==> config.mk <==
export PLATFORM = sky130hd
export DESIGN_NAME = pc_fetch_ctrl
export DESIGN_NICKNAME = d
export VERILOG_FILES = /design/src/rtl/pc_fetch_ctrl.sv
export SDC_FILE = /design/constraint.sdc
export NUM_CORES = 1
export LEC_CHECK = 0
export BUFFER_PORTS_ARGS = -buffer_cell sky130_fd_sc_hd__buf_2
export CAP_MARGIN = 5
export CORE_ASPECT_RATIO = 1.4
export CORE_MARGIN = 4
export CORE_UTILIZATION = 51
export CTS_CLUSTER_SIZE = 12
export DETAILED_ROUTE_END_ITERATION = 7
export PLACE_DENSITY_LB_ADDON = 0.3
export RECOVER_POWER = 25
export SLEW_MARGIN = 20
export SYNTH_ARGS = -nofsm -noshare
export SYNTH_HDL_FRONTEND = slang
export SYNTH_SLANG_ARGS = --single-unit
export TNS_END_PERCENT = 5
==> constraint.sdc <==
create_clock -name clk -period 2.93 [get_ports clk]
set_input_delay 0.586 -clock clk [delete_from_list [all_inputs] [get_ports clk]]
set_output_delay 0.586 -clock clk [all_outputs]
set_load 0.02 [all_outputs]
==> src/rtl/pc_fetch_ctrl.sv <==
// IF-stage fetch controller: drives pc to instruction memory, fills the IF/ID
// register, and handles stalls, EX redirects, end-of-program drain and fetch faults.
module pc_fetch_ctrl #(
  parameter logic [31:0] RESET_PC     = 32'd0,
  parameter logic [31:0] HALT_PC      = 32'd40,
  parameter int unsigned DRAIN_CYCLES = 4,
  parameter int unsigned IMEM_WORDS   = 1024
) (
  input  logic        clk,
  input  logic        reset,
  input  logic        stall_flag,
  input  logic        branch_taken,
  input  logic [31:0] branch_target,
  input  logic [31:0] inp_instn,
  output logic [31:0] pc,
  output logic [31:0] if_id_instn,
  output logic [31:0] if_id_pc,
  output logic [31:0] if_id_nextpc,
  output logic        if_id_valid,
  output logic        halted,
  output logic        fetch_err,
  output logic [31:0] fetch_count
);

  typedef enum logic [1:0] {BOOT, RUN, DRAIN, HALT} state_t;

  localparam logic [3:0]  DRAIN_LAST = 4'(DRAIN_CYCLES);
  localparam logic [30:0] WORD_LIMIT = 31'(IMEM_WORDS);

  state_t     state;
  state_t     state_next;
  logic [3:0] drain_cnt;

  logic addr_fault;
  logic do_fetch;
  logic do_redirect;
  logic do_end;
  logic do_fault;
  logic do_drain_step;

  assign addr_fault = (pc[1:0] != 2'b00) || ({1'b0, pc[31:2]} >= WORD_LIMIT);
  assign halted     = (state == HALT);

  always_ff @(posedge clk or negedge reset) begin
    if (!reset) begin
      state <= BOOT;
    end else begin
      state <= state_next;
    end
  end

  always_comb begin
    state_next = state;
    unique case (state)
      BOOT:  state_next = RUN;
      RUN: begin
        if (do_end) begin
          state_next = DRAIN;
        end else if (do_fault) begin
          state_next = HALT;
        end
      end
      DRAIN: begin
        if (do_redirect) begin
          state_next = RUN;
        end else if (do_drain_step && (drain_cnt == DRAIN_LAST)) begin
          state_next = HALT;
        end
      end
      HALT:  state_next = HALT;
      default: state_next = BOOT;
    endcase
  end

  // Redirect beats stall beats fetch; the target is only range-checked when it is fetched.
  always_comb begin
    do_fetch      = 1'b0;
    do_redirect   = 1'b0;
    do_end        = 1'b0;
    do_fault      = 1'b0;
    do_drain_step = 1'b0;
    unique case (state)
      RUN: begin
        if (branch_taken) begin
          do_redirect = 1'b1;
        end else if (stall_flag) begin
          do_fetch = 1'b0;
        end else if (pc == HALT_PC) begin
          do_end = 1'b1;
        end else if (addr_fault) begin
          do_fault = 1'b1;
        end else begin
          do_fetch = 1'b1;
        end
      end
      DRAIN: begin
        if (branch_taken) begin
          do_redirect = 1'b1;
        end else if (!stall_flag) begin
          do_drain_step = 1'b1;
        end
      end
      default: do_fetch = 1'b0;
    endcase
  end

  always_ff @(posedge clk or negedge reset) begin
    if (!reset) begin
      pc           <= RESET_PC;
      if_id_instn  <= 32'd0;
      if_id_pc     <= 32'd0;
      if_id_nextpc <= 32'd0;
      if_id_valid  <= 1'b0;
      fetch_err    <= 1'b0;
      fetch_count  <= 32'd0;
      drain_cnt    <= 4'd0;
    end else begin
      if (do_redirect) begin
        pc          <= branch_target;
        if_id_valid <= 1'b0;
        drain_cnt   <= 4'd0;
      end
      if (do_fetch) begin
        if_id_instn  <= inp_instn;
        if_id_pc     <= pc;
        if_id_nextpc <= pc + 32'd4;
        if_id_valid  <= 1'b1;
        pc           <= pc + 32'd4;
        fetch_count  <= fetch_count + 32'd1;
      end
      if (do_end) begin
        if_id_valid <= 1'b0;
        drain_cnt   <= 4'd1;
      end
      if (do_fault) begin
        fetch_err   <= 1'b1;
        if_id_valid <= 1'b0;
      end
      if (do_drain_step && (drain_cnt != DRAIN_LAST)) begin
        drain_cnt <= drain_cnt + 4'd1;
      end
    end
  end

endmodule
======== After elaboration in Yosys (flattened, before gate mapping) ========
Index checks and enable logic that the tools add are counted.
word-level totals
  output and inout bits ................... 163
  register bits after elaboration ......... 168
  logic and storage cells ................. 64
operators by class
  muxes and demuxes ....................... 33
  add/sub/neg operators ................... 3
  magnitude comparators ................... 1
  reductions and logical operators ........ 10
  equal/unequal tests ..................... 8
operators by type and width
  operator                                               number
  2-to-1 mux 32 bit                                      2
  adder 32 x 1 -> 32 bit, second input constant          1
  adder 32 x 3 -> 32 bit, second input constant          1
  equality test 32 x 6 -> 1 bit, second input constant   1
  >= comparator 30 x 11 -> 1 bit, second input constant  1
  2-to-1 mux 1 bit                                       23
  2-to-1 mux 4 bit                                       3
  2-to-1 mux 2 bit                                       4
  case mux 2 bit (4 select lines)                        1
  != test 3 bit, second input constant                   2
  adder 4 x 1 -> 4 bit, second input constant            1
  equality test 2 bit, second input constant             2
  equality test 4 x 3 -> 1 bit, second input constant    1
  != test 4 x 3 -> 1 bit, second input constant          1
  nonzero test 2 bit                                     2
  nonzero test 4 bit                                     1
  nonzero test 3 bit                                     1
  equality test 2 x 1 -> 1 bit, second input constant    1
  logical AND 1 bit                                      2
  logical NOT 2 bit                                      1
  AND reduction 2 bit                                    1
  OR reduction 2 bit                                     1
  logical OR 1 bit                                       1

======== Logic depth before layout (Yosys ltp) ========
  depth in word-level cells ............... 10
  depth in mapped cells ................... 10
  mapped depth without buffers ............ 7

======== Worst setup path before layout ========
No wires, ideal clock.
  path kind ............................... register to register
  start ................................... reg pc[2]
  end ..................................... reg if_id_nextpc[10]
  data required time ...................... 2.803 ns
  cell stages (with the launch flop) ...... 11
  arrival ................................. 2.061 ns
  clock period less this slack ............ 2.188 ns
  setup slack ............................. 0.742 ns
  cells stage by stage .................... dfrtp_1 > inv_1 > ha_1 > and4b_1 > buf_6 > or3_1 > buf_2 > buf_6 > buf_4 > nand2_1 > o21ai_0
between the ends
  cells in the longest elaborated chain, start to end .. 7
  elaborated cells between the ends (all ways) .. 9
  classes of those cells .................. add/sub: 1; order compare: 1; eq/ne: 1; mux: 5; reduce/logical: 1
RTL lines
  what                            line  RTL
  start, declared                 15    output logic [31:0] pc,
  start signal, assigned          119   pc <= branch_target;
  start signal, assigned          128   pc <= pc + 32'd4;
  >= comparator 30 x 11 -> 1 bit  41    assign addr_fault = (pc[1:0] != 2'b00) || ({1'b0, pc[31:2]} >= WORD_LIMIT);
  logical OR 1 bit                41
  2-to-1 mux 1 bit                90    end else if (addr_fault) begin
  2-to-1 mux 1 bit                88    end else if (pc == HALT_PC) begin
  2-to-1 mux 1 bit                86    end else if (stall_flag) begin
  2-to-1 mux 1 bit                84    if (branch_taken) begin
  2-to-1 mux 1 bit                82    unique case (state)
  end signal, assigned            126   if_id_nextpc <= pc + 32'd4;
  end, declared                   18    output logic [31:0] if_id_nextpc,
Several ways; a longest one is shown, not always the timed one.
A chain may end at the register's enable or synchronous reset.

======== Worst setup path after layout ========
  start ................................... reg state[1]
  end ..................................... reg fetch_count[8]
between the ends
  cells in the longest elaborated chain, start to end .. 2
RTL lines
  what                          line  RTL
  start, declared               30    state_t state;
  start signal, assigned        48    state <= state_next;
  equality test 2 x 1 -> 1 bit  82
  2-to-1 mux 1 bit              82
  end signal, assigned          129   fetch_count <= fetch_count + 32'd1;
  end, declared                 22    output logic [31:0] fetch_count
No other way between the ends.

==> metrics.md <==
| Metric | Value |
|---|---|
| GP Congestion | 0.795 |
| Vias in the first global route | around 5,400 |
| Seq cells post-synth | 166 |
| CTS Root Cell | clkbuf_16 |
| Slew HR | -5.85% |
| Clock power frac | around a third |
| Sink Count | about 170 |
| Register area share after synthesis | 59.3% |
| Commonest non-fill, non-tap cell in the layout | buf_2 |
| GR peak layer | met2 |
| Xor/xnor share of the synthesized area | 4.87% |
| Nets | 980 |
| Postcts setup bufs | 0 |
| Internal power | between 4 and 5 mW |
| RSZ-0062 raised after global routing | no |
| Largest net degree at the start of global routing | 67 |
| Non-filler instance count after layout | 1,098 |
| Routing usage on met1 | 28.0% |
| P&R area growth vs syn | 27.3% |
| DP Cell Count | 1,065 |
| Ys Warns | 0 |
| Status | finished with violations |
| First-pass GRT wire length | about 27 mm |
| Total global routing overflow | 0 |
| Post-synth ARST share | 100% |
| Initial antenna violation count | 1 |
| Psw | approximately 2.4 mW |
| Hold WC Path Type | in2reg |
| Post-route ant nets | 0 |
| Area leader, netlist | dfrtp_1 |
| Total number of H-tree levels | 4 |
| Pre-Repair DR Iteration Count | 4 |
| Rows | 50 |
| Via Count | about 5,500 |
| GR Util met2 | 34.7% |
| 1st-iter DRT viols | approximately 240 |
| Worst Path Required | roughly 3.3 ns |
| Slew @ Worst Pin | 1.59 ns |
| Die height | 147 µm |
| Failing checks | max-capacitance violations, max-slew violations |
| I/O pin count | 231 |
| Worst setup SP type | flop |
| Maximum clock rate | 0.384 GHz |
| DR WL/cell | between 15 and 20 µm |
| Layout cells sized above 1 | 31.8% |
| Post-synthesis compound-gate area fraction | 4.18% |
| Total track usage | a little over a fifth |
| Wirelength, routed | 16.6 mm |
| Synth unique cells | ~50 |
| Num CTS Buffers | 17 |
| GR Util met3 | 5.66% |
| Period utilisation layout | approximately nine tenths |
| PD cells | 752 mW/mm² |
| Cells after Synth | 675 |
| CTS Hold Buffers Added | 0 |
| Die area | roughly 0.016 mm² |
| WHS | 0.356 ns |
| Port Buf Inserts | 230 |
| Clock transition at the registers of the reported paths | 0.07 ns |
| Die W | 107 µm |
| Fillcell total | 1,100 |
| Ys flop type | dfrtp_1 |
| Max Fanout on Critical Path | 34 |
| Starting Density | 52.1% |
| Count of pins over their slew limit | 67 |
| Tmin final | 2.60 ns |
| Yosys top cell area share | between 50% and 60% |
| Syn avg cell area | 10.4 µm² |
| Clk_lat worst skew | 0.42 ns |
| Clock Path Buffers | 2 |
| Sw frac | 35.1% |
| Final core occ | about two thirds |
| TritonCTS clock tree | done |
| Sequential Power Share | 43.1% |
| Setup TNS | 0 ns |
| Post_cts resized | 0 |
| DRC errors left | 0 |
| Peak supply drop | 0.000611 V |
| Maxcap violations | 1 |
| Clock Skew | 0.0128 ns |
| Main combinational cell family by area after synthesis | simple AND/OR/NAND/NOR gates |
| Most frequent cells in the layout | 230 x buf_2, 220 x nand2_1, 166 x dfrtp_1, 45 x and2_1, 28 x xnor2_1 |
| Post-synthesis mux area share | 0.429% |
| Power Total | 6.71 mW |
| Final setup fails | 0 |
| Comb pwr share | 23.7% |
| Synthesized cell area | 0.00701 mm² |
| Number of synthesized flops with an enable pin | 0 |
| Synth Area in Adders | 1.79% |
| Dpl hpwl | between 10 and 15 mm |
| Post-Synth Simple-Gate Area | between 20% and 30% |
| Syn nets | 753 |
| Core Region | 0.0135 mm² |
| Final Hold Fails | 0 |
| Vias/cell | 4.99 |
| Synth area leaders | dfrtp_1 59%, nand2_1 12%, and2_1 4.0% |
| LEAKAGE | 5.02 nW |
| Nature of the critical path endpoint | flop |
| Critical setup path kind | reg2reg |
| Crit path arrival time | 2.94 ns |
-- path summary, 6_finish.rpt --
path	cells after the start	from	to	slack, ns
min in group asynchronous	1	reset	fetch_count[25]	0.57
worst min-delay path	3	branch_target[16]	pc[16]	0.36
max in group asynchronous	2	reset	if_id_pc[0]	0.59
worst min register to register	2	if_id_instn[15]	if_id_instn[15]	0.46
worst max register to register	8	state[1]	fetch_count[8]	0.33
worst max-delay path	8	state[1]	fetch_count[8]	0.33
-- area by class of cell --
class / instances / area (µm²) / share of cell area [%]
antenna: 1 / 2.50 / 0.0281
clock buffer: 17 / 425 / 4.77
clock inverter: 15 / 173 / 1.94
inverter: 9 / 33.8 / 0.379
multi-input combinational: 466 / 2650 / 29.7
sequential: 166 / 4150 / 46.6
tap: 182 / 228 / 2.55
timing repair buffer: 242 / 1250 / 14.0
-- per-stage QoR --
step / area, µm² / setup slack [ns]
after global routing: 8920 / 0.0790
after global placement: 8350 / 0.378
after detailed placement: 8350 / 0.339
after floorplan: 7010 / 0.742
after CTS: 8950 / 0.306
final: 8920 / 0.325
-- power by group through the flow --
stage | sequential, mW | clock (mW) | combinational [mW]
floorplan | 3.09 | 0 | 0.858
global placement | 2.93 | 0 | 1.59
detailed placement | 2.94 | 0 | 1.61
CTS | 2.90 | 2.29 | 1.62
global route | 2.94 | 2.40 | 1.78
finish | 2.89 | 2.23 | 1.59
-- cells in the mapped netlist, types with 7 or more instances --
cell      number
and3_1        10
nand4_1       12
and2_1        45
nor3_1        16
buf_2          8
nand3_1       20
clkbuf_1      15
a21oi_1        7
nor2_1        17
o21ai_0        8
xor2_1        11
xnor2_1       28
inv_1          9
nand2_1      220
dfrtp_1      166
ha_1          10
-- sequential cells by signal (all words and copies together), names as in the netlist --
register	count
if_id_nextpc	30
drain_cnt	4
if_id_valid	1
if_id_instn	32
pc	32
if_id_pc	32
state	2
fetch_err	1
fetch_count	32
-- kinds of logic after synthesis --
family          Yosys count
buf+inv                  43
mux                       3
simple gates            371
fa+ha+maj                10
flops                   166
xor+xnor                 39
compound gates           43
-- layer usage --
layer / vias up / part of all wire (%)
li1: 2678 / -
met1: 2575 / 41
met2: 188 / 49
met3: 34 / 6.8
met4: 0 / 3.0
met5: - / 0
-- critical path, cell delays in order, from the launching register on --
cell     delay [ns]
dfrtp_1        0.40
inv_1          0.12
ha_1           0.22
nor3b_1        0.27
nand4_1        0.33
or3_4          0.58
buf_4          0.28
nor4_4         0.16
xor2_1         0.15
Power figures use the tool's default switching activity.
